==> config.mk <==
export PLATFORM = sky130hd
export DESIGN_NAME = digit_serial_adder
export DESIGN_NICKNAME = d
export VERILOG_FILES = /design/src/rtl/digit_serial_adder.sv
export SDC_FILE = /design/constraint.sdc
export NUM_CORES = 1
export LEC_CHECK = 0
export CAP_MARGIN = 20
export CORE_UTILIZATION = 40
export CTS_BUF_LIST = sky130_fd_sc_hd__clkbuf_4 sky130_fd_sc_hd__clkbuf_8 sky130_fd_sc_hd__clkbuf_16
export DETAILED_ROUTE_END_ITERATION = 16
export MAX_ROUTING_LAYER = met4
export SETUP_SLACK_MARGIN = 0.15
export SLEW_MARGIN = 20
export SYNTH_ARGS = -nofsm -noshare
export SYNTH_HDL_FRONTEND = slang
export SYNTH_SLANG_ARGS = --single-unit
export TNS_END_PERCENT = 50
==> constraint.sdc <==
create_clock -name clk -period 5.2 [get_ports clk]
set_input_delay 1.04 -clock clk [delete_from_list [all_inputs] [get_ports clk]]
set_output_delay 1.04 -clock clk [all_outputs]
set_load 0.05 [all_outputs]
==> src/rtl/digit_serial_adder.sv <==
// digit_serial_adder
//   Multi-cycle adder/subtractor. It consumes DIGIT bits of each operand per
//   clock, LSB digit first, and keeps the carry in a register between steps.
//   A full WIDTH-bit operation takes STEPS = WIDTH/DIGIT RUN cycles, followed
//   by a single DONE cycle.
// Ports
//   clk, rst          rising-edge clock, async active-high reset
//   Start             request, sampled only in IDLE
//   A, B, Cin, Sub    operands and mode, sampled with Start
//                     Sub=0 gives A+B+Cin; Sub=1 gives A-B and ignores Cin
//   Busy              high while the operation runs
//   Done              one-cycle result-valid pulse
//   Sum, Cout, Overflow  result, held until the next Done
module digit_serial_adder #(
  parameter int WIDTH = 32,
  parameter int DIGIT = 4
) (
  input  logic             clk,
  input  logic             rst,
  input  logic             Start,
  input  logic [WIDTH-1:0] A,
  input  logic [WIDTH-1:0] B,
  input  logic             Cin,
  input  logic             Sub,
  output logic             Busy,
  output logic             Done,
  output logic [WIDTH-1:0] Sum,
  output logic             Cout,
  output logic             Overflow
);
  localparam int STEPS = WIDTH / DIGIT;
  localparam int CW    = (STEPS > 1) ? $clog2(STEPS) : 1;

  typedef enum logic [1:0] {IDLE, RUN, DONE} state_t;

  state_t           state_q, state_d;
  logic [WIDTH-1:0] opa_q, opa_d, opb_q, opb_d, res_q, res_d, sum_q, sum_d;
  logic             carry_q, carry_d, cout_q, cout_d, ovf_q, ovf_d;
  logic [CW-1:0]    cnt_q, cnt_d;
  logic [DIGIT:0]   step_r;
  logic             msb_cin;

  always_comb begin
    state_d = state_q;
    opa_d   = opa_q;
    opb_d   = opb_q;
    res_d   = res_q;
    sum_d   = sum_q;
    carry_d = carry_q;
    cout_d  = cout_q;
    ovf_d   = ovf_q;
    cnt_d   = cnt_q;
    step_r  = {1'b0, opa_q[DIGIT-1:0]} + {1'b0, opb_q[DIGIT-1:0]}
            + {{DIGIT{1'b0}}, carry_q};
    // Carry into the digit's top bit, recovered from its sum bit. This is
    // the carry into bit WIDTH-1 on the final step. It reduces to carry_q
    // when DIGIT=1.
    msb_cin = opa_q[DIGIT-1] ^ opb_q[DIGIT-1] ^ step_r[DIGIT-1];
    case (state_q)
      IDLE: begin
        if (Start) begin
          opa_d   = A;
          // Subtraction is A + ~B + 1.
          opb_d   = Sub ? ~B : B;
          carry_d = Sub | Cin;
          res_d   = '0;
          cnt_d   = '0;
          state_d = RUN;
        end
      end
      RUN: begin
        res_d   = (res_q >> DIGIT) | (WIDTH'(step_r[DIGIT-1:0]) << (WIDTH - DIGIT));
        opa_d   = opa_q >> DIGIT;
        opb_d   = opb_q >> DIGIT;
        carry_d = step_r[DIGIT];
        cnt_d   = cnt_q + CW'(1);
        if (cnt_q == CW'(STEPS - 1)) begin
          sum_d   = res_d;
          cout_d  = step_r[DIGIT];
          ovf_d   = step_r[DIGIT] ^ msb_cin;
          cnt_d   = '0;
          state_d = DONE;
        end
      end
      DONE:    state_d = IDLE;
      default: state_d = IDLE;
    endcase
  end

  always_ff @(posedge clk or posedge rst) begin
    if (rst) begin
      state_q <= IDLE;
      opa_q   <= '0;
      opb_q   <= '0;
      res_q   <= '0;
      sum_q   <= '0;
      carry_q <= 1'b0;
      cout_q  <= 1'b0;
      ovf_q   <= 1'b0;
      cnt_q   <= '0;
    end else begin
      state_q <= state_d;
      opa_q   <= opa_d;
      opb_q   <= opb_d;
      res_q   <= res_d;
      sum_q   <= sum_d;
      carry_q <= carry_d;
      cout_q  <= cout_d;
      ovf_q   <= ovf_d;
      cnt_q   <= cnt_d;
    end
  end

  assign Busy     = (state_q == RUN);
  assign Done     = (state_q == DONE);
  assign Sum      = sum_q;
  assign Cout     = cout_q;
  assign Overflow = ovf_q;
endmodule

Word level (Yosys, flattened, before mapping)

Cells that the tools add are included.

Flip-flop bits (word level): 136
Bits of input ports: 69
Word-level logic and storage cells: 43
Output and inout port bits: 36

Bitwise gates (word level): 6
Equality and inequality tests: 5
Mux-type cells: 15
Reduce and logical (&&, ||, !) cells: 5
$add $sub $neg: 3

Operators by type and width:

| operator                                                                | number |
|---|---|
| 32-bit one-hot mux with 2 select lines                                  | 3 |
| 32-bit 2-to-1 mux                                                       | 4 |
| 32-bit NOT                                                              | 1 |
| 28-bit by 32-bit bitwise OR with 32-bit output                          | 1 |
| 3-bit 2-to-1 mux                                                        | 2 |
| 3-bit one-hot mux with 2 select lines                                   | 1 |
| 2-bit AND reduction                                                     | 3 |
| 4-bit by 4-bit adder with 5-bit output                                  | 1 |
| 5-bit by 1-bit adder with 5-bit output                                  | 1 |
| 2-bit 2-to-1 mux                                                        | 2 |
| 2-bit one-hot mux with 2 select lines                                   | 1 |
| 3-bit by 1-bit adder with 3-bit output, second input constant           | 1 |
| 3-bit equality test, second input constant                              | 1 |
| 1-bit bitwise XOR                                                       | 3 |
| 2-bit by 1-bit equality test with 1-bit output, second input constant   | 1 |
| 2-bit equality test, second input constant                              | 1 |
| 2-bit zero test                                                         | 1 |
| 2-bit by 1-bit inequality test with 1-bit output, second input constant | 1 |
| 2-bit inequality test, second input constant                            | 1 |
| 1-bit one-hot mux with 2 select lines                                   | 1 |
| 2-bit nonzero test                                                      | 1 |
| 1-bit 2-to-1 mux                                                        | 1 |
| 1-bit bitwise OR                                                        | 1 |

Depth between registers and ports, before layout

Depth after elaboration: 4
Mapped depth: 8
Gate-level depth less buffers: 6

Worst setup path before layout

OpenSTA, ideal clock, no wires.

Path kind: register -> output
Start point: register state_q[1]
End point: output Busy
Stages on the path, launching flop included: 6
Arrival time: 1167 ps
Path slack: 2993 ps
Buffers on the path: 3
Required time: 4160 ps
Cells stage by stage: dfrtp_1 > nand2b_1 > buf_6 > inv_4 > buf_6 > buf_2

Cells in the longest elaborated chain, start to end: 1

Ends and longest elaborated chain:

| element                                        | line | source |
|---|---|---|
| from (decl)                                    | 36   | `state_t state_q, state_d;` |
| from (signal assigned)                         | 102  | `state_q <= state_d;` |
| 2-bit by 1-bit equality test with 1-bit output | 114  | `assign Busy = (state_q == RUN);` |
| to (decl)                                      | 25   | `output logic Busy,` |

No other way between the ends.

Worst setup path in the final report

Ends and elaborated chain as after synthesis.

==> out/metrics.csv <==
metric;value;unit
status;completed;
CTS Buffer Depth;2;
DP Cell Count;753;
1st-iter DRT viols;231;
slew margin rel.;32.57;%
part of the cycle the worst path needs;65.16;%
n_diodes;0;
Core Box Area;13990;um2
Worst-Skew Late Latency;410;ps
reg2reg setup slack;1870;ps
GRT overflow;0;
DRC;0;
sequential share of the synthesized area;57.24;%
layout cell share with drive strength beyond 1;11.59;%
nets;668;
Final TNS setup;0;ps
most common cell after layout, fill and taps aside;dfrtp_1;
CP endpoint kind;primary output;
Synth Area in XOR/XNOR;5.312;%
height of the die;122.1;um
ys async rst share;100.0;%
Synth Area in Compound Gates;14.31;%
Max VDD drop;0.2974;mV
CP Class;flop to primary output;
initial core utilization;41.25;%
Rows;43;
initial antenna violation count;0;
synthesized area;5771;um2
Final Wtd Congestion;0.7628;
boundary pin count;105;
Slew @ Worst Pin;1011;ps
Switching Fraction;37.45;%
PostCTS Resize Cnt;0;
largest net degree at the start of global routing;128;
CTS tree;built;
LEAKAGE;3.323;nW
dominant synthesized flop cell;dfrtp_1;
crit path launch;state_q[1]$_DFFE_PP0P_;
clock skew;6.809;ps
clock network power share;25.5;%
full die area;14910;um2
GRT Util Overall;17.36;%
Root Buffer;clkbuf_16;
CP arrival;2350;ps
Crit Path Max Fanout;26;
Mapped Cells;503;
final hold vios;0;
Post-CTS Hold Buffers;0;
EDFF count, synth;0;
Startpoint Class;flop;
IO Port Bufs;104;
yosys warns;0;
Synth Area in Adders;1.778;%
area growth from synthesis to layout;30.01;%
Hold Path Class;flop to flop;
Post-Synth Simple-Gate Area;6.592;%
Yosys reg bits;132;
Achievable Freq;0.2952;GHz
CTS Buf Count;17;
FF-to-FF Start;state_q[1]$_DFFE_PP0P_;
unrepaired setup endpoints after global routing;no;
Yosys cell types;28;
endpoints failing setup;0;
first-pass GRT wire length;19140;um
Mean Syn Cell Area;11.47;um2
die width;122.1;um
antenna-violating nets left;0;
Max Cap Violations;0;
most frequent cells in the layout;dfrtp_1 (132), clkdlybuf4s50_1 (103), nand2_1 (63);
Worst-path clk slew;50;ps
sequential share of power;35.5;%
routed len/inst;14.42;um
switching power;1.864;mW
HPWL after DPL;7486;um
mux cell area share after synthesis;10.78;%
vias per inst;4.971;
Cell Pwr Density;663.3;nW/um2
Internal Power;3.112;mW
Slew Limit Fails;0;
worst path required time;4160;ps
Hold Crit Start;opa_q[14]$_DFFE_PP0P_;
total wire length;11300;um
DR vias;3897;
number of global-route vias before repair;3885;
min Tclk post-route;3388;ps
H-Tree Depth;4;
largest family of logic cells by synthesized area;compound AO/OA/AOI/OAI gates;
Comb pwr share;39.0;%
First-pass DRT Iterations;4;
clock sinks;132;
Syn Nets;579;
Final Non-Filler Cells;784;
Post-CTS Setup Inserts;0;
[per-stage QoR]
| stage | instance area (um2) | power, mW | worst slack (ps) | hold WS [ps] | utilization (%) |
|---|---|---|---|---|---|
| after CTS | 7502 | 5.034 | 1766 | 483.3 | 53.63 |
| after floorplan | 5771 | 3.200 | 634.0 | 449.6 | - |
| after detailed placement | 6867 | 3.746 | 1885 | 470.4 | 49.09 |
| after global routing | 7502 | 5.310 | 1581 | 499.9 | 53.63 |
| after global placement | 6867 | 3.694 | 1931 | 462.4 | 49.09 |
| final | 7502 | 4.976 | 1812 | 476.2 | 53.63 |
[routing by layer]
metal / GRT usage, % / vias up / wire (um)
met4: 6.860 / 0 / 195
met3: 4.448 / 18 / 438
met1: 22.42 / 1864 / 5390
met2: 26.09 / 92 / 5277
li1: - / 1923 / -
met5: - / - / 0
[registers in the layout, indices dropped and copies added, names as in the netlist]
| register | count |
|---|---|
| res_q | 28 |
| Overflow | 1 |
| state_q | 2 |
| cnt_q | 3 |
| carry_q | 1 |
| opb_q | 32 |
| Cout | 1 |
| opa_q | 32 |
| Sum | 32 |
[power groups by stage]
stage | clock network, mW | logic [mW] | registers (mW)
2_1_floorplan | 0 | 1.07 | 2.13
3_3_place_gp | 0 | 1.93 | 1.77
3_5_place_dp | 0 | 1.96 | 1.79
4_1_cts | 1.30 | 1.96 | 1.77
5_1_grt | 1.34 | 2.14 | 1.83
6_report | 1.27 | 1.94 | 1.77
[worst paths after layout]
kind                                          to  cells past startpoint
hold / removal             opa_q[14]$_DFFE_PP0P_                      2
setup reg to reg             Sum[27]$_DFFE_PP0P_                      5
min in group asynchronous    Sum[23]$_DFFE_PP0P_                      2
max in group asynchronous  opa_q[20]$_DFFE_PP0P_                      3
setup / recovery                            Busy                      3
hold reg to reg            opa_q[14]$_DFFE_PP0P_                      2
[synthesized netlist by cell type (2+ instances only)]
| cell | number | area share, % |
|---|---|---|
| dfrtp_1 | 132 | 57 |
| nand2_1 | 63 | 4.1 |
| o21ai_0 | 62 | 5.4 |
| a22o_1 | 36 | 5.5 |
| a21oi_1 | 30 | 2.6 |
| xnor2_1 | 30 | 4.6 |
| mux2_2 | 29 | 5.7 |
| mux2i_1 | 28 | 4.9 |
| nor2_1 | 28 | 1.8 |
| buf_2 | 23 | 2.0 |
| clkbuf_1 | 8 | 0.52 |
| buf_6 | 6 | 1.2 |
| ha_1 | 5 | 1.1 |
| xor2_1 | 5 | 0.76 |
| inv_1 | 3 | 0.20 |
| a21o_1 | 2 | 0.26 |
| fa_1 | 2 | 0.69 |
[cells by family after synthesis]
group           after synthesis
xor+xnor                     35
mux                          58
simple gates                 96
buf+inv                      41
fa+ha+maj                     7
flops                       132
compound gates              134
[worst max-delay path: stages, from the launching register on]
cell and delay [ps]:
dfrtp_1 410, nand2b_1 340, inv_4 310, clkdlybuf4s50_1 870
[final cells by class]
cell class	count	area, um2
inverters	4	22.52
repair buffers	107	1071
clock buffers	20	460.4
fillers	1253	6486
well taps	180	225.2
clock inverters	11	175.2
flip-flops and latches	132	3303
multi-input cells	330	2245
Power figures use the tool's default switching activity.
